### src/rtl/card_deck_shuffler_if.sv
// Card-deal request/write bundle between the game controller and the deck shuffler.
// The shuffler takes the slave side; the requester (or bench) takes the master side.
interface card_deck_shuffler_if;
    logic       Start;
    logic [7:0] Seed;
    logic       WriteEnable;
    logic [5:0] DataOut;
    logic [3:0] DataLoc;
    logic       Busy;
    logic       Done;

    modport master (
        output Start, Seed,
        input  WriteEnable, DataOut, DataLoc, Busy, Done
    );

    modport slave (
        input  Start, Seed,
        output WriteEnable, DataOut, DataLoc, Busy, Done
    );
endinterface

### src/rtl/card_deck_shuffler.sv
// Seeded 16-card deck builder: LFSR-driven Fisher-Yates shuffle, then streams the deck to card memory.
// Define DECK_FIXED_LAYOUT_EN to skip the shuffle and write the unshuffled debug layout.
module card_deck_shuffler #(
    parameter logic [1:0] FACE_DOWN_FLAGS = 2'b01,
    parameter logic [7:0] ZERO_SEED_SUB   = 8'hA5
) (
    input logic                 Clk,
    input logic                 Reset,
    card_deck_shuffler_if.slave bus
);

    typedef enum logic [2:0] {
        S_IDLE,
        S_LOAD,
        S_SHUFFLE,
        S_WRITE,
        S_DONE
    } state_t;

    state_t     state_q, state_d;
    logic [7:0] lfsr_q, lfsr_d;
    logic [3:0] i_q, i_d;
    logic [3:0] k_q, k_d;
    logic [3:0] deck_q [16];
    logic [3:0] deck_d [16];
    logic       we_q, we_d;
    logic [5:0] data_q, data_d;
    logic [3:0] loc_q, loc_d;
    logic       busy_q, busy_d;
    logic       done_q, done_d;

    logic [3:0] r;
    logic [7:0] lfsr_step;

    assign r         = lfsr_q[3:0];
    assign lfsr_step = {1'b0, lfsr_q[7:1]} ^ (lfsr_q[0] ? 8'hB8 : 8'h00);

    always_comb begin
        state_d = state_q;
        lfsr_d  = lfsr_q;
        i_d     = i_q;
        k_d     = k_q;
        deck_d  = deck_q;
        loc_d   = loc_q;
        data_d  = data_q;

        case (state_q)
            S_IDLE: begin
                if (bus.Start) begin
                    lfsr_d  = (bus.Seed == 8'h00) ? ZERO_SEED_SUB : bus.Seed;
                    state_d = S_LOAD;
                end
            end
            S_LOAD: begin
                for (int n = 0; n < 16; n++) begin
                    deck_d[n] = 4'((n >> 1) + 1);
                end
                i_d = 4'd15;
                k_d = 4'd0;
`ifdef DECK_FIXED_LAYOUT_EN
                state_d = S_WRITE;
`else
                state_d = S_SHUFFLE;
`endif
            end
`ifndef DECK_FIXED_LAYOUT_EN
            S_SHUFFLE: begin
                lfsr_d = lfsr_step;
                // Draws above i are rejected so every position stays uniformly chosen.
                if (r <= i_q) begin
                    deck_d[i_q] = deck_q[r];
                    deck_d[r]   = deck_q[i_q];
                    i_d         = i_q - 4'd1;
                    if (i_q == 4'd1) begin
                        k_d     = 4'd0;
                        state_d = S_WRITE;
                    end
                end
            end
`endif
            S_WRITE: begin
                k_d = k_q + 4'd1;
                if (k_q == 4'd15) begin
                    state_d = S_DONE;
                end
            end
            S_DONE: begin
                state_d = S_IDLE;
            end
            default: begin
                state_d = S_IDLE;
            end
        endcase

        // Outputs are registered from the next state so the first write lands in the WRITE entry cycle.
        we_d   = (state_d == S_WRITE);
        busy_d = (state_d != S_IDLE);
        done_d = (state_d == S_DONE);
        if (we_d) begin
            loc_d  = k_d;
            data_d = {FACE_DOWN_FLAGS, deck_d[k_d]};
        end
    end

    always_ff @(posedge Clk) begin
        if (Reset) begin
            state_q <= S_IDLE;
            lfsr_q  <= 8'h00;
            i_q     <= 4'd0;
            k_q     <= 4'd0;
            we_q    <= 1'b0;
            data_q  <= 6'd0;
            loc_q   <= 4'd0;
            busy_q  <= 1'b0;
            done_q  <= 1'b0;
        end else begin
            state_q <= state_d;
            lfsr_q  <= lfsr_d;
            i_q     <= i_d;
            k_q     <= k_d;
            we_q    <= we_d;
            data_q  <= data_d;
            loc_q   <= loc_d;
            busy_q  <= busy_d;
            done_q  <= done_d;
        end
    end

    // Deck contents are don't-care until LOAD, so they carry no reset.
    always_ff @(posedge Clk) begin
        deck_q <= deck_d;
    end

    assign bus.WriteEnable = we_q;
    assign bus.DataOut     = data_q;
    assign bus.DataLoc     = loc_q;
    assign bus.Busy        = busy_q;
    assign bus.Done        = done_q;

endmodule
### src/flat_wrapper.sv
// flat-port wrapper written by rule: the top's interface ports become plain ports
module card_deck_shuffler_flat 
#(
    parameter logic [1:0] FACE_DOWN_FLAGS = 2'b01,
    parameter logic [7:0] ZERO_SEED_SUB   = 8'hA5
)
  (Clk, Reset, bus_Start, bus_Seed, bus_WriteEnable, bus_DataOut, bus_DataLoc, bus_Busy, bus_Done);
  card_deck_shuffler_if bus_i ();
  input logic Clk;
  input logic Reset;
  input wire logic [$bits(bus_i.Start)-1:0] bus_Start;
  input wire logic [$bits(bus_i.Seed)-1:0] bus_Seed;
  output wire logic [$bits(bus_i.WriteEnable)-1:0] bus_WriteEnable;
  output wire logic [$bits(bus_i.DataOut)-1:0] bus_DataOut;
  output wire logic [$bits(bus_i.DataLoc)-1:0] bus_DataLoc;
  output wire logic [$bits(bus_i.Busy)-1:0] bus_Busy;
  output wire logic [$bits(bus_i.Done)-1:0] bus_Done;
  assign bus_i.Start = bus_Start;
  assign bus_i.Seed = bus_Seed;
  assign bus_WriteEnable = bus_i.WriteEnable;
  assign bus_DataOut = bus_i.DataOut;
  assign bus_DataLoc = bus_i.DataLoc;
  assign bus_Busy = bus_i.Busy;
  assign bus_Done = bus_i.Done;
  card_deck_shuffler #(.FACE_DOWN_FLAGS(FACE_DOWN_FLAGS), .ZERO_SEED_SUB(ZERO_SEED_SUB)) u_core (.Clk(Clk), .Reset(Reset), .bus(bus_i));
endmodule
### config.mk
export PLATFORM = sky130hd
export DESIGN_NAME = card_deck_shuffler_flat
export DESIGN_NICKNAME = d
export VERILOG_FILES = /design/src/rtl/card_deck_shuffler_if.sv /design/src/rtl/card_deck_shuffler.sv /design/src/flat_wrapper.sv
export SDC_FILE = /design/constraint.sdc
export NUM_CORES = 1
export LEC_CHECK = 0
export CAP_MARGIN = 20
export CORE_MARGIN = 2
export CORE_UTILIZATION = 56
export CTS_BUF_LIST = sky130_fd_sc_hd__clkbuf_16
export CTS_CLUSTER_SIZE = 40
export DETAILED_ROUTE_END_ITERATION = 8
export GPL_ROUTABILITY_DRIVEN = 0
export PLACE_DENSITY_LB_ADDON = 0.1
export SYNTH_ARGS = -nofsm -noshare
export SYNTH_HDL_FRONTEND = slang
export SYNTH_SLANG_ARGS = --single-unit
### constraint.sdc
create_clock -name Clk -period 3.7 [get_ports Clk]
set_clock_uncertainty 0.15 [all_clocks]
set_input_delay 0.37 -clock Clk [delete_from_list [all_inputs] [get_ports Clk]]
set_output_delay 0.37 -clock Clk [all_outputs]
set_load 0.05 [all_outputs]
==> reports/metrics.cfg <==
[sta]
tightest_slew_ps = 951
min_period_ps = 3640
post-route-period-util_pct = 98.4
maxSlewHeadroom_pct = 36.1
hold_viol = 0
slew_viol_final = 0
finalSetupViolCount = 0
setup-tns-final_ps = 0
rsz0062_at_grt = false
fmax_ghz = 0.275

[logic_synthesis]
ys_seq_area_share_pct = 27.7
syn-num-nets = 884
synthCells = 863
yosys-top-cells-area = dfxtp_1 28%, mux4_2 9.2%, nand2_1 5.6%
synth_top_family_by_area = compound AO/OA/AOI/OAI gates
synth-async-reset-ratio_pct = 0
synth.mux.area_fraction_pct = 14.6
synth_most_common_cell = nand2_1
synth_commonest_cells = 103 x nand2_1, 97 x nor2_1, 95 x dfxtp_1, 52 x a21oi_1, 36 x o21ai_0
synth-xor-area-share_pct = 0.893
synth-simple-area-share_pct = 22.9
netlist_area_mm2 = 0.00687
synthFlopType = dfxtp_1
post-synth-top-area-cell = dfxtp_1
syn_area_per_cell_um2 = 7.96
ys_ff_latch = 95
synth_top_area_share_pct = 27.7
synth_edf_count = 0
yosysWarnings = 0
ys_types = 78
synth_fa_ha_area_share_pct = 1.82
synth_compound_area_share_pct = 27.0

[die]
fp.dieArea_mm2 = 0.0132
initial_core_util_pct = 57.2
chipHeight_um = 115
core_mm2 = 0.0120
rows = 40
dieWidth_um = 115
io_pins = 24

[pwr]
power_mw = 4.53
irDropWorstVdd_v = 0.000433
intPower_mw = 2.43
sw_frac_of_total_pct = 46.4
switchingPower_mw = 2.10
power_frac_clock_pct = 21.5
p_leak_nw = 2.85
combinationalPowerShare_pct = 48.2
power.density_mw_per_mm2 = 581
seqPwrFrac_pct = 30.3

[worst_hold_path]
hp-class = reg2reg

[detailed_routing]
drtPass1Iterations = 9
drtIter0Drc = 1607
via_count = 7983
routedWlPerCell_um = 27.3
antenna_left = 0
routed_via_density = 7.65
drc = 61
routed_wl_um = 28400

[cells_and_area]
fin_cells = 1043
area_delta_synth_final_pct = 13.5
fillers = 1027
drive_gt1_share_pct = 14.0
antenna_cells = 0
final_nets = 912

[placement]
port-buffer-count = 22
place_inst = 1025
hpwlAfterDp_um = 20400

[clock_tree]
cts_tree = yes
clockRootBuffer = clkbuf_16
clkSinkCount = 95
clk_pin_slew_worst_paths_ps = 80
clock_latency_ps = 370
htreeDepth = 3
numCtsBuffers = 9
cts_buffer_depth = 2
cts-hold-fix-buffers = 0

[global_routing]
grt_pass1_wl_um = 42700
grt_usage_pct = 43.3
grt_overflow = 0
grt_pass1_vias = 7444
grt_max_degree = 38
antenna_found_initial = 0

[status]
violations = design-rule violations
status = complete, but fails checks

[critical_path]
required_ps = 3800
critical_path.max_fanout = 6
crit_path_end_kind = flip-flop
ff2ff_setup_slack_ps = 60
cp-start-kind = flip-flop
cp_data_arrival_time_ps = 3740
crit_type = reg2reg

[flow_run]
drv_cap = 0

[final cells by class]
class	instances	area (um^2)	area share [%]
clock buffer	9	225	2.89
clock inverter	7	73.8	0.947
inverter	20	75.1	0.963
multi-input combinational	689	4710	60.4
sequential	95	1900	24.4
tap	147	184	2.36
timing repair buffer	76	626	8.02
[critical path: stages (launching register included)]
cell	delay, ps
dfxtp_1	540
ha_2	430
nor3b_2	330
nand2_1	170
o311ai_2	350
nand2_1	280
or4_1	520
a41o_1	250
o211a_1	100
or4_1	400
[registers in the layout, summed over array words and instances, names as in the netlist]
register                flops
u_core.bus.Busy             1
u_core.bus.DataLoc          4
u_core.bus.DataOut          5
u_core.bus.Done             1
u_core.bus.WriteEnable      1
u_core.deck_q              64
u_core.i_q                  4
u_core.k_q                  4
u_core.lfsr_q               8
u_core.state_q              3
[logic make-up (layout without fill, tap and decap cells)]
group	Yosys count	after routing
other cells	1	1
flops	95	95
simple gates	336	336
xor+xnor	7	7
compound gates	270	271
buf+inv	80	112
fa+ha+maj	10	10
mux	64	64
[timing repair]
item | in CTS | in global routing
setup endpoints to repair | 0 | 3
resized for setup | 0 | 9
setup buffers | 0 | 1
endpoints found under the hold margin | 0 | 0
[layout by cell type (no fill, tap or decap), drive strengths merged, types with 8 or more instances in the layout]
| cell type | n |
|---|---|
| nand2 | 104 |
| nor2 | 97 |
| dfxtp | 95 |
| buf | 54 |
| a21oi | 52 |
| o21ai | 49 |
| nand3 | 32 |
| mux4 | 28 |
| mux2i | 27 |
| nor3 | 27 |
| inv | 23 |
| clkdlybuf4s50 | 22 |
| a31oi | 20 |
| o22ai | 18 |
| nor2b | 14 |
| a211oi | 12 |
| nor4 | 11 |
| o211ai | 11 |
| o31ai | 11 |
| a221oi | 10 |
| ha | 10 |
| a22oi | 9 |
| and2 | 9 |
| clkbuf | 9 |
| mux2 | 9 |
| nand2b | 8 |
[final timing paths]
check	start	to	depth (start not counted)
max reg2reg	u_core.i_q[0]	u_core.bus.DataOut[3]	9
min reg2reg	u_core.bus.DataOut[4]	u_core.bus.DataOut[4]	2
min	u_core.bus.DataOut[4]	u_core.bus.DataOut[4]	2
max	u_core.i_q[0]	u_core.bus.DataOut[3]	9
[power by group through the flow]
stage                     logic, mW  clock network [mW]  registers [mW]
final                          2.18               0.973            1.37
after global routing           2.26                1.00            1.37
after CTS                      2.02               0.963            1.35
after detailed placement       2.01                   0            1.37
after global placement         1.98                   0            1.36
after floorplan                1.32                   0            1.34
[stage by stage]
| step | utilization, % | instance area [um^2] | setup WS (ps) | hold slack, ps |
|---|---|---|---|---|
| final | 64.9 | 7800 | 57.9 | 320 |
| after global routing | 64.9 | 7800 | 13.3 | 341 |
| after CTS | 64.4 | 7730 | 89.8 | 323 |
| after detailed placement | 61.9 | 7430 | 105 | 307 |
| after global placement | 61.9 | 7430 | 24.4 | 291 |
| after floorplan | - | 6880 | 10.8 | 295 |
[metal layers]
layer | part of all wire, % | track usage [%]
met5 | 0 | 0
met4 | 7.3 | 21.0
met3 | 17 | 17.1
met2 | 40 | 62.1
met1 | 36 | 57.0
No activity file was read; power rests on OpenSTA's default activity.
